<file path="src/rtl/muldiv_unit.sv">
// Iterative signed/unsigned MUL/MULH/DIV/REM, BPC bits per cycle: done at cycle RV/BPC+2, or 2 for div-by-zero/overflow.
// No backpressure: start is ignored while busy; abort flushes to IDLE with result and hi untouched.
module muldiv_unit #(
    parameter int RV  = 16,
    parameter int BPC = 1
) (
    input  logic          clk,
    input  logic          reset_n,
    input  logic          start,
    input  logic [1:0]    op,
    input  logic          sgn,
    input  logic [RV-1:0] a,
    input  logic [RV-1:0] b,
    input  logic          abort,
    input  logic          hi_wr,
    input  logic [RV-1:0] hi_wdata,
    output logic          busy,
    output logic          done,
    output logic [RV-1:0] result,
    output logic [RV-1:0] hi
);

    localparam int N  = RV / BPC;
    localparam int CW = $clog2(N + 1);
    localparam logic [CW-1:0] LAST = CW'(N - 1);

    typedef enum logic [1:0] {IDLE, RUN, FIX, DONE} state_t;

    state_t          state, state_nx;
    logic            accept;
    logic [CW-1:0]   cnt;
    logic [2*RV-1:0] acc, acc_step;
    logic [RV-1:0]   opnd;
    logic [1:0]      op_q;
    logic            neg_main, neg_rem;

    logic            a_neg, b_neg, special;
    logic [RV-1:0]   mag_a, mag_b;
    logic [RV:0]     sum, shl, diff;
    logic [2*RV-1:0] prod_fix;
    logic [RV-1:0]   quo_fix, rem_fix, res_nx, hi_nx;

    assign a_neg   = sgn & a[RV-1];
    assign b_neg   = sgn & b[RV-1];
    assign mag_a   = a_neg ? -a : a;
    assign mag_b   = b_neg ? -b : b;
    assign special = op[1] && ((b == '0) || (sgn && (a == {1'b1, {(RV-1){1'b0}}}) && (b == '1)));

    always_ff @(posedge clk or negedge reset_n) begin
        if (!reset_n) state <= IDLE;
        else          state <= state_nx;
    end

    always_comb begin
        state_nx = state;
        accept   = 1'b0;
        busy     = (state == RUN) || (state == FIX);
        done     = (state == DONE);
        case (state)
            IDLE, DONE: begin
                if (start) begin
                    accept   = 1'b1;
                    state_nx = special ? FIX : RUN;
                end else begin
                    state_nx = IDLE;
                end
            end
            RUN:     if (cnt == LAST) state_nx = FIX;
            FIX:     state_nx = DONE;
            default: state_nx = IDLE;
        endcase
        if (abort) begin
            state_nx = IDLE;
            accept   = 1'b0;
        end
    end

    // acc holds {upper partial product, multiplier} for MUL, {remainder, dividend/quotient} for DIV.
    always_comb begin
        acc_step = acc;
        sum      = '0;
        shl      = '0;
        diff     = '0;
        for (int i = 0; i < BPC; i++) begin
            if (!op_q[1]) begin
                sum      = {1'b0, acc_step[2*RV-1:RV]} + (acc_step[0] ? {1'b0, opnd} : '0);
                acc_step = {sum, acc_step[RV-1:1]};
            end else begin
                shl  = {acc_step[2*RV-1:RV], acc_step[RV-1]};
                diff = shl - {1'b0, opnd};
                if (!diff[RV]) acc_step = {diff[RV-1:0], acc_step[RV-2:0], 1'b1};
                else           acc_step = {shl[RV-1:0],  acc_step[RV-2:0], 1'b0};
            end
        end
    end

    always_comb begin
        prod_fix = neg_main ? -acc : acc;
        quo_fix  = neg_main ? -acc[RV-1:0] : acc[RV-1:0];
        rem_fix  = neg_rem  ? -acc[2*RV-1:RV] : acc[2*RV-1:RV];
        res_nx   = prod_fix[RV-1:0];
        hi_nx    = prod_fix[2*RV-1:RV];
        case (op_q)
            2'b01: begin res_nx = prod_fix[2*RV-1:RV]; hi_nx = prod_fix[RV-1:0]; end
            2'b10: begin res_nx = quo_fix;             hi_nx = rem_fix;          end
            2'b11: begin res_nx = rem_fix;             hi_nx = quo_fix;          end
            default: ;
        endcase
    end

    always_ff @(posedge clk or negedge reset_n) begin
        if (!reset_n) begin
            cnt      <= '0;
            acc      <= '0;
            opnd     <= '0;
            op_q     <= '0;
            neg_main <= 1'b0;
            neg_rem  <= 1'b0;
            result   <= '0;
            hi       <= '0;
        end else begin
            if (accept) begin
                op_q <= op;
                cnt  <= '0;
                // Special cases preload the final magnitudes so FIX passes them through untouched.
                if (!op[1]) begin
                    acc      <= {{RV{1'b0}}, mag_b};
                    opnd     <= mag_a;
                    neg_main <= a_neg ^ b_neg;
                    neg_rem  <= 1'b0;
                end else if (b == '0) begin
                    acc      <= {a, {RV{1'b1}}};
                    neg_main <= 1'b0;
                    neg_rem  <= 1'b0;
                end else if (special) begin
                    acc      <= {{RV{1'b0}}, a};
                    neg_main <= 1'b0;
                    neg_rem  <= 1'b0;
                end else begin
                    acc      <= {{RV{1'b0}}, mag_a};
                    opnd     <= mag_b;
                    neg_main <= a_neg ^ b_neg;
                    neg_rem  <= a_neg;
                end
            end else if (state == RUN && !abort) begin
                acc <= acc_step;
                cnt <= cnt + CW'(1);
            end

            if (state == FIX && !abort) result <= res_nx;

            if (hi_wr && (state == IDLE || state == DONE) && !accept)
                hi <= hi_wdata;
            else if (state == FIX && !abort)
                hi <= hi_nx;
        end
    end

endmodule

</file>
<file path="config.mk">
export PLATFORM = sky130hd
export DESIGN_NAME = muldiv_unit
export DESIGN_NICKNAME = d
export VERILOG_FILES = /design/src/rtl/muldiv_unit.sv
export SDC_FILE = /design/constraint.sdc
export NUM_CORES = 1
export LEC_CHECK = 0
export ABC_CLOCK_PERIOD_IN_PS = 5310
export BUFFER_PORTS_ARGS = -buffer_cell sky130_fd_sc_hd__buf_4
export CORE_MARGIN = 2
export CORE_UTILIZATION = 50
export DETAILED_ROUTE_END_ITERATION = 16
export GPL_ROUTABILITY_DRIVEN = 0
export PLACE_DENSITY = 0.7
export REMOVE_ABC_BUFFERS = 1
export SLEW_MARGIN = 20
export SYNTH_ARGS = -nofsm -noshare
export SYNTH_HDL_FRONTEND = slang
export SYNTH_SLANG_ARGS = --single-unit
</file>
<file path="constraint.sdc">
create_clock -name clk -period 5.31 [get_ports clk]
set_input_delay 0.531 -clock clk [delete_from_list [all_inputs] [get_ports clk]]
set_output_delay 0.531 -clock clk [all_outputs]
set_load 0.005 [all_outputs]
</file>
# [After elaboration in Yosys (flattened, before gate mapping)]
# Index checks and enable logic that the tools add are counted.
[word_totals] reg_bits=91 in_bits=56 out_inout_bits=34
[op_classes] n_reduce_logical=18 addsub=8 bitwise=3 eq_ne=12 mux=36
[ops] operator="two-way mux 32 bit" count=7
[ops] operator="two-way mux 16 bit" count=11
[ops] operator="one-hot mux 16 bit (3 select lines)" count=2
[ops] operator="negator 16 bit" count=4
[ops] operator="== test 16 bit (second input constant)" count=2
[ops] operator="negator 32 bit" count=1
[ops] operator="adder 16 x 16 -> 17 bit" count=1
[ops] operator="subtractor 17 x 16 -> 17 bit" count=1
[ops] operator="zero test 16 bit" count=1
[ops] operator="two-way mux 5 bit" count=2
[ops] operator="two-way mux 1 bit" count=9
[ops] operator="== test 2 bit (second input constant)" count=4
[ops] operator="two-way mux 2 bit" count=4
[ops] operator="logical AND 1 bit" count=7
[ops] operator="one-hot mux 2 bit (3 select lines)" count=1
[ops] operator="adder 5 x 1 -> 5 bit (second input constant)" count=1
[ops] operator="== test 5 x 4 -> 1 bit (second input constant)" count=1
[ops] operator="== test 2 x 1 -> 1 bit (second input constant)" count=2
[ops] operator="!= test 2 bit (second input constant)" count=2
[ops] operator="nonzero test 2 bit" count=2
[ops] operator="logical OR 1 bit" count=3
[ops] operator="!= test 3 x 2 -> 1 bit (second input constant)" count=1
[ops] operator="AND reduction 3 bit" count=1
[ops] operator="AND 1 bit" count=2
[ops] operator="other kinds (4)" count=5

# [Depth between registers and ports, before layout]
# Gate-level depths: netlist (run 1).
[logic_depth] ltp_word=9 depth_mapped=13 depth_no_buf=11

# [Least setup slack after synthesis (run 1)]
# Ideal clock, no wire load.
[synth_timing] path_type="register to register" start="register acc[18]" end="register hi[15]" path_slack_ns=2.471 stages_incl_launch_ff=9 t_arrival_ns=2.774 required_ns=5.245 path_buffers=0 setup_ns=0.065 cell_sequence="dfrtp_1 -> or3_1 -> or3_1 -> or3_4 -> or4_4 -> o41a_1 -> xnor2_2 -> a311oi_1 -> o21a_1"
[synth_via] elab_chain_cells=5 word_cells_on_any_way=7 classes_between="add/sub: 2; mux: 5"
[synth_lines] item="from (decl)" line_no="32" source="logic [2*RV-1:0] acc, acc_step;"
[synth_lines] item="from (signal assigned)" line_no="127" source="acc <= {{RV{1'b0}}, mag_b};"
[synth_lines] item="from (signal assigned)" line_no="132" source="acc <= {a, {RV{1'b1}}};"
[synth_lines] item="from (signal assigned)" line_no="136" source="acc <= {{RV{1'b0}}, a};"
[synth_lines] item="negator 32 bit / negator 16 bit (equally long branches)" line_no="98, 100"
[synth_lines] item="two-way mux 32 bit / two-way mux 16 bit (equally long branches)" line_no="98, 100"
[synth_lines] item="one-hot mux 16 bit (3 select lines) (*)" line_no="103" source="case (op_q)"
[synth_lines] item="two-way mux 16 bit (*)" line_no="154" source="else if (state == FIX && !abort)"
[synth_lines] item="two-way mux 16 bit (*)" line_no="152" source="if (hi_wr && (state == IDLE || state == DONE) && !accept)"
[synth_lines] item="to (signal assigned)" line_no="153" source="hi <= hi_wdata;"
[synth_lines] item="to (signal assigned)" line_no="155" source="hi <= hi_nx;"
[synth_lines] item="to (decl)" line_no="20" source="output logic [RV-1:0] hi"
# Every way passes the cells marked *; elsewhere a longest branch is shown, timed or not. The select of a mux whose other input is x is not followed.
# A chain may end at the register's enable or synchronous reset.

# [Worst setup path after layout (run 1)]
[layout_timing] start="register acc[0]" end="register acc[29]"
[layout_via] elab_chain_cells=5
[layout_lines] item="two-way mux 16 bit" line_no="86" source="sum = {1'b0, acc_step[2*RV-1:RV]} + (acc_step[0] ? {1'b0, opnd} : '0);"
[layout_lines] item="adder 16 x 16 -> 17 bit" line_no="86"
[layout_lines] item="two-way mux 32 bit" line_no="85" source="if (!op_q[1]) begin"
[layout_lines] item="two-way mux 32 bit" line_no="145" source="end else if (state == RUN && !abort) begin"
[layout_lines] item="two-way mux 32 bit" line_no="122" source="if (accept) begin"
# No other way between the ends. The select of a mux whose other input is x is not followed.

==> impl_metrics.ini, run 1 <==
[worst_setup_path]
critical-path-max-stage-delay_ns = 0.50
crit_arrival_ns = 3.71
timing.critical_path.fanout_max = 17
rrSetupSlack_ns = 1.87
worstRegToRegCells = 11
setup.worst_path.class = flip-flop to flip-flop
worst_setup_path_start_kind = flip-flop
timing.rr.start = acc[0]
data_required_time_at_the_worst_endpoint_ns = 5.58
worstSetupEndpointType = flip-flop
cpMostUsedCell = sky130_fd_sc_hd__a22oi_1
worst-path-buf-inv = 1
cpLargestDelayFamily = compound AO/OA/AOI/OAI gates
critPathSlowestCell = sky130_fd_sc_hd__clkinv_1
timing.critical_path.cells = clkinv_1 > nor2_1 > ha_1 > a211o_1 > a21oi_1 > a22oi_1 > a311o_1 > a31oi_1 > xnor2_1 > a22oi_1 > a41oi_1
reg2reg_to = acc[29]

[placement]
dp_hpwl_um = 19300
portBuffers = 89

[status]
outcome = finished, final reports clean

[floorplan]
core_sq_um = 15800
die_x_um = 131
rows = 46
initial_core_util_pct = 50.9
io_pins = 90
design.die.area_sq_um = 17100
die_height_um = 131

[timing]
finalSetupViolations = 0
finClkSkew_ns = 0.00958
setup_total_negative_slack_ns = 0
setup_repair_after_global_routing_missed_its_margin = no
finalHoldViolCount = 0
report.final.slew_viol_count = 0
fmax_mhz = 291
worst_pin_slew_ns = 0.919
timing.slew.headroom_pct = 38.5
final.period_utilization_pct = 64.8
period_minus_slack_ns = 3.44

[routing]
vias = 8056
routed_wl_um = 25200
routed_via_density = 6.06
drt_drc_violations_left = 0
wire_per_inst_um = 18.9
dr.first_iter.drc_count = 795
drt.antenna.violating_nets = 0
first_pass_iters = 6

[synthesis]
ys_seq_area_share_pct = 28.4
synth_edf_count = 0
netlist-cell-type-count = 66
synth_area_leader_cell = sky130_fd_sc_hd__dfrtp_1
synth.cells.most_frequent = 128 x sky130_fd_sc_hd__nor2_1, 105 x sky130_fd_sc_hd__a21oi_1, 100 x sky130_fd_sc_hd__nand2_1, 100 x sky130_fd_sc_hd__o21ai_0, 91 x sky130_fd_sc_hd__dfrtp_1
mappedNetlistArea_sq_um = 8020
synth.most_common_cell = sky130_fd_sc_hd__nor2_1
ys_dominant_reg_cell = sky130_fd_sc_hd__dfrtp_1
synthesis.instances = 1056
asyncSetResetFlopFracSynth_pct = 100
synthTopCellsByArea = sky130_fd_sc_hd__dfrtp_1 28%, sky130_fd_sc_hd__a21oi_1 6.6%, sky130_fd_sc_hd__ha_1 6.6%
synth.top_cell.area_share_pct = 28.4
synth-seq-cells = 91
yosysWarningCount = 0
syn_area_per_cell_sq_um = 7.59

[power_and_ir_drop]
total_power_mw = 6.20
power_frac_seq_pct = 24.2
leakage_nw = 3.94
power_density_nw_per_um2 = 680
netSwitchingFraction_pct = 50.5
power.internal_mw = 3.07
vdd_ir_drop_max_mv = 0.274
power_switching_mw = 3.13
pwr-share-comb_pct = 65.0
power.share.clock_pct = 10.8

[clock_tree]
worstSkewPairLatency_ns = 0.35
holdBufCountCts = 0
post_cts_resized = 0
cts_tree = built
clkTransAtPathRegs_ns = 0.07
clock_tree.root_cell = sky130_fd_sc_hd__clkbuf_16
htree_levels = 3
postCtsSetupRepairBufs = 0
cts-buffers-inserted = 9
clock_path_buffers = 2
clock_sink_count = 91

[hold_path]
hold_class = input port to asynchronous set/reset pin

[global_routing]
first_global_vias = 7412
grt_max_degree = 60
grt_pass1_wl_um = 39800
grt_antenna_before_repair = 0
grt_remaining_overflow = 0
grtUsageTotal_pct = 30.2

[final_layout]
layout.nets = 1208
antenna-diode-count = 0
layout-drive-gt1-share_pct = 11.6
layout_area_overhead_pct = 13.7
num-fill-cells = 1573

[job]
max_cap_violations = 0
layer usage:
metal  wire length (um)  global-route usage (%)  up-vias
li1                   -                       -     3914
met1              10800                    40.4     3746
met2              11500                    47.8      338
met3               1840                    5.99       58
met4               1040                    13.1        0
met5                  0                       0        -
flip-flops by register name, summed over array words and instances (netlist names):
signal and cells:
cnt 5, neg_rem 1, opnd 16, result 16, neg_main 1, acc 32
state 2, op_q 2, hi 16
cell type report:
type / count / area [sq um] / area share (%)
repair buffers: 99 / 743 / 8.15
multi-input cells: 862 / 5350 / 58.7
clock buffers: 13 / 260 / 2.86
flip-flops and latches: 91 / 2280 / 25.0
inverters: 45 / 169 / 1.85
clock inverters: 3 / 46.3 / 0.508
well taps: 216 / 270 / 2.96
layout by cell type, fill, tap and decap left out, types with 11 or more instances in the layout:
cell type / count
sky130_fd_sc_hd__a211oi_1: 11
sky130_fd_sc_hd__a21oi_1: 105
sky130_fd_sc_hd__a22oi_1: 13
sky130_fd_sc_hd__a31oi_1: 19
sky130_fd_sc_hd__buf_4: 99
sky130_fd_sc_hd__dfrtp_1: 90
sky130_fd_sc_hd__ha_1: 42
sky130_fd_sc_hd__inv_1: 44
sky130_fd_sc_hd__mux2i_1: 31
sky130_fd_sc_hd__nand2_1: 100
sky130_fd_sc_hd__nand3_1: 33
sky130_fd_sc_hd__nor2_1: 128
sky130_fd_sc_hd__nor3_1: 25
sky130_fd_sc_hd__nor4_1: 11
sky130_fd_sc_hd__o211ai_1: 17
sky130_fd_sc_hd__o21a_1: 12
sky130_fd_sc_hd__o21ai_0: 100
sky130_fd_sc_hd__xnor2_1: 46
sky130_fd_sc_hd__xor2_1: 31
cell families after synthesis:
group	count (synthesis)	share of synthesized area, %
AO/OA/AOI/OAI	342	25.9
adder cells (fa/ha/maj)	44	7.05
XOR/XNOR	78	8.61
flip-flops	91	28.4
buffers and inverters	103	4.99
AND/OR/NAND/NOR	366	21.0
multiplexers	32	4.01
through the flow:
| step | utilization, % | cell area (sq um) | instances | hold WS, ns | worst slack [ns] |
|---|---|---|---|---|---|
| global placement | 55.8 | 8810 | 1313 | 0.457 | 1.85 |
| global route | 57.8 | 9110 | 1329 | 0.138 | 1.54 |
| floorplan | - | 7790 | 998 | 0.235 | 0.506 |
| CTS | 57.8 | 9110 | 1329 | 0.118 | 1.93 |
| finish | 57.8 | 9110 | 1329 | 0.104 | 1.87 |
| detailed placement | 55.8 | 8810 | 1313 | 0.466 | 1.78 |
power by group through the flow:
stage	Clock [mW]	Combinational, mW	Sequential, mW
after CTS	0.676	3.98	1.48
after floorplan	0	2.83	1.36
after detailed placement	0	3.95	1.49
after global routing	0.704	4.51	1.54
after global placement	0	3.91	1.49
final	0.671	4.03	1.50
worst max path at each step:
stage | cells past startpoint | from | slack [ns] | end
after global routing | 11 | acc[0] | 1.54 | acc[29]
after CTS | 11 | acc[0] | 1.93 | acc[29]
after floorplan | 7 | state[0] | 0.51 | opnd[15]
after global placement | 11 | b[0] | 1.85 | acc[25]
final | 11 | acc[0] | 1.87 | acc[29]
after detailed placement | 11 | b[0] | 1.78 | acc[25]
No activity file was read; power rests on OpenSTA's default activity.
==> run 2, diff against run 1 <==
--- a/config.mk
+++ b/config.mk
@@ -5,13 +5,13 @@
 export SDC_FILE = /design/constraint.sdc
 export NUM_CORES = 1
 export LEC_CHECK = 0
-export ABC_CLOCK_PERIOD_IN_PS = 5310
+export ABC_CLOCK_PERIOD_IN_PS = 2900
 export BUFFER_PORTS_ARGS = -buffer_cell sky130_fd_sc_hd__buf_4
 export CORE_MARGIN = 2
 export CORE_UTILIZATION = 50
 export DETAILED_ROUTE_END_ITERATION = 16
 export GPL_ROUTABILITY_DRIVEN = 0
-export PLACE_DENSITY = 0.7
+export PLACE_DENSITY = 0.73
 export REMOVE_ABC_BUFFERS = 1
 export SLEW_MARGIN = 20
 export SYNTH_ARGS = -nofsm -noshare
==> constraint.sdc (replaced) <==
create_clock -name clk -period 2.9 [get_ports clk]
set_input_delay 0.29 -clock clk [delete_from_list [all_inputs] [get_ports clk]]
set_output_delay 0.29 -clock clk [all_outputs]
set_load 0.005 [all_outputs]
==> run 2 against run 1 <==
Clock power up 79%. Clock-buffer cell count shrank 3. Critical endpoint is now hi[15]. Largest power group unchanged. Worst setup slack worse by 1.9 ns. Clock skew about the same. Critical path depth down 3. The flow now finishes with violations (negative hold slack, negative setup slack). Flip-flop and latch count is the same. Routed wire length up 1.9%. Critical path type unchanged. Combinational power grew 120%.
==> impl_metrics.ini, run 2 (synthesized netlist as in run 1, its figures left out) <==
[status]
outcome = finished, violations left
failed_checks = negative hold slack, negative setup slack

[placement]
dp_slack_ns = -0.0978
dp_hpwl_um = 19900
portBuffers = 89
placedCellCount = 1377

[final_layout]
leading_cell_type_in_the_layout_fill_and_taps_excluded = sky130_fd_sc_hd__buf_4
most_frequent_cells_in_the_layout = 162 x sky130_fd_sc_hd__buf_4, 126 x sky130_fd_sc_hd__nor2_1, 100 x sky130_fd_sc_hd__a21oi_1
post_route_core_utilization_pct = 62.3
finalNonFillerCells = 1398
layout_area_overhead_pct = 22.5
layout.nets = 1277
largest_register_ff_count = 32
layout-drive-gt1-share_pct = 19.5
largest-register = acc
num-fill-cells = 1433
antenna-diode-count = 0

[worst_setup_path]
worstRegToRegCells = 8
critPathSlowestCell = sky130_fd_sc_hd__or4_4
timing.critical_path.fanout_max = 3
timing.critical_path.cells = or3_4 > or3_4 > or3_4 > or4_4 > o41a_1 > xnor2_2 > a311oi_1 > o21a_1
crit_arrival_ns = 3.21
data_required_time_at_the_worst_endpoint_ns = 3.20
rrSetupSlack_ns = -0.004
cpLargestDelayFamily = simple AND/OR/NAND/NOR gates
timing.rr.start = acc[17]
worst_setup_path_start_kind = flip-flop
worst-path-buf-inv = 0
cpMostUsedCell = sky130_fd_sc_hd__or3_4
reg2reg_to = hi[15]
critical-path-max-stage-delay_ns = 0.49
setup.worst_path.class = flip-flop to flip-flop
worstSetupEndpointType = flip-flop

[global_routing]
busiest_layer = met2
grt_antenna_before_repair = 0
grt_remaining_overflow = 0
grtUsageMet2_pct = 48.6
grt_max_degree = 53
grt_pass1_wl_um = 40200
grtUsageTotal_pct = 30.3
first_global_vias = 7729
met3_usage_pct = 3.91
global_route.usage.met1_pct = 41.3

[timing]
setup_repair_after_global_routing_missed_its_margin = yes
period_minus_slack_ns = 2.90
fmax_mhz = 344
worst_pin_slew_ns = 0.938
final.period_utilization_pct = 100
report.final.slew_viol_count = 0
finClkSkew_ns = 0.00939
finalHoldViolCount = 33
final.setup.worst_slack_ns = -0.00398
timing.slew.headroom_pct = 37.2
finalSetupViolations = 1
hold-worst-slack_ns = -0.0135

[power_and_ir_drop]
power_switching_mw = 6.06
power_frac_seq_pct = 19.4
netSwitchingFraction_pct = 48.9
pwr-share-comb_pct = 71.0
vdd_ir_drop_max_mv = 0.466
leakage_nw = 4.33
power_density_nw_per_um2 = 1260
power.internal_mw = 6.32
power.share.clock_pct = 9.7

[job]
max_cap_violations = 0

[hold_path]
hold_class = input port to asynchronous set/reset pin

[floorplan]
initial_core_util_pct = 50.9
die_x_um = 131
rows = 46
core_sq_um = 15800
io_pins = 90
die_height_um = 131
design.die.area_sq_um = 17100

[clock_tree]
worstSkewPairLatency_ns = 0.36
cts-buffers-inserted = 9
clock_sink_count = 91
htree_levels = 3
holdBufCountCts = 0
cts_tree = built
clock_tree.root_cell = sky130_fd_sc_hd__clkbuf_16
clock_path_buffers = 2
clkTransAtPathRegs_ns = 0.07

[routing]
drt_drc_violations_left = 0
routed_via_density = 6.08
vias = 8504
routed_wl_um = 25600
first_pass_iters = 7
wire_per_inst_um = 18.3
drt.antenna.violating_nets = 0
dr.first_iter.drc_count = 804
==> run 2: changes by cell type in the layout (fill, tap and decap cells not counted), sizes merged <==
cell,delta
buf,+69
bufinv,-1
clkinv,-2
inv,+6
clkbuf,-3
==> run 2: metrics by stage <==
| step | cell area [sq um] | total power, mW | TNS (ns) |
|---|---|---|---|
| final | 9830 | 12.4 | -0.00398 |
| after detailed placement | 9330 | 10.6 | -0.230 |
| after floorplan | 7790 | 7.66 | -61.79 |
| after global routing | 9830 | 13.4 | -0.306 |
| after CTS | 9650 | 11.9 | 0 |
| after global placement | 9330 | 10.5 | -0.00173 |
==> run 2: routing by layer <==
metal	share of wire [%]	wire (um)	vias to the layer above
met4	3.6	924	0
met1	42	10900	3970
li1	-	-	4053
met3	8.3	2140	55
met2	46	11700	426
met5	0	0	-
==> run 2: what timing repair did <==
action,CTS,global route
resized for setup,6,37
buffers inserted,0,5
pin swaps,2,14
setup endpoints to repair,5,19
==> run 2: power by group through the flow <==
| stage | logic, mW | clock network, mW | registers, mW |
|---|---|---|---|
| 2_1_floorplan | 5.18 | 0 | 2.48 |
| 3_3_place_gp | 8.10 | 0 | 2.36 |
| 3_5_place_dp | 8.22 | 0 | 2.39 |
| 4_1_cts | 8.33 | 1.21 | 2.37 |
| 5_1_grt | 9.64 | 1.25 | 2.47 |
| 6_report | 8.79 | 1.20 | 2.40 |
==> run 2: area by class of cell <==
| class | count | area (sq um) | area share (%) |
|---|---|---|---|
| Multi-Input combinational cell | 862 | 5500 | 55.9 |
| Sequential cell | 91 | 2280 | 23.2 |
| Timing Repair Buffer | 168 | 1320 | 13.4 |
| Tap cell | 216 | 270 | 2.75 |
| Clock buffer | 10 | 239 | 2.43 |
| Inverter | 45 | 171 | 1.74 |
| Clock inverter | 6 | 53.8 | 0.547 |
==> run 2: worst max-delay path by stage <==
stage / depth (start not counted) / start / slack [ns] / end
global placement: 12 / acc[15] / -0.002 / acc[23]
floorplan: 7 / state[0] / -1.90 / opnd[15]
CTS: 10 / acc[16] / 0.01 / hi[14]
global route: 12 / acc[16] / -0.08 / acc[19]
finish: 8 / acc[17] / -0.004 / hi[15]
detailed placement: 12 / acc[15] / -0.1 / acc[23]
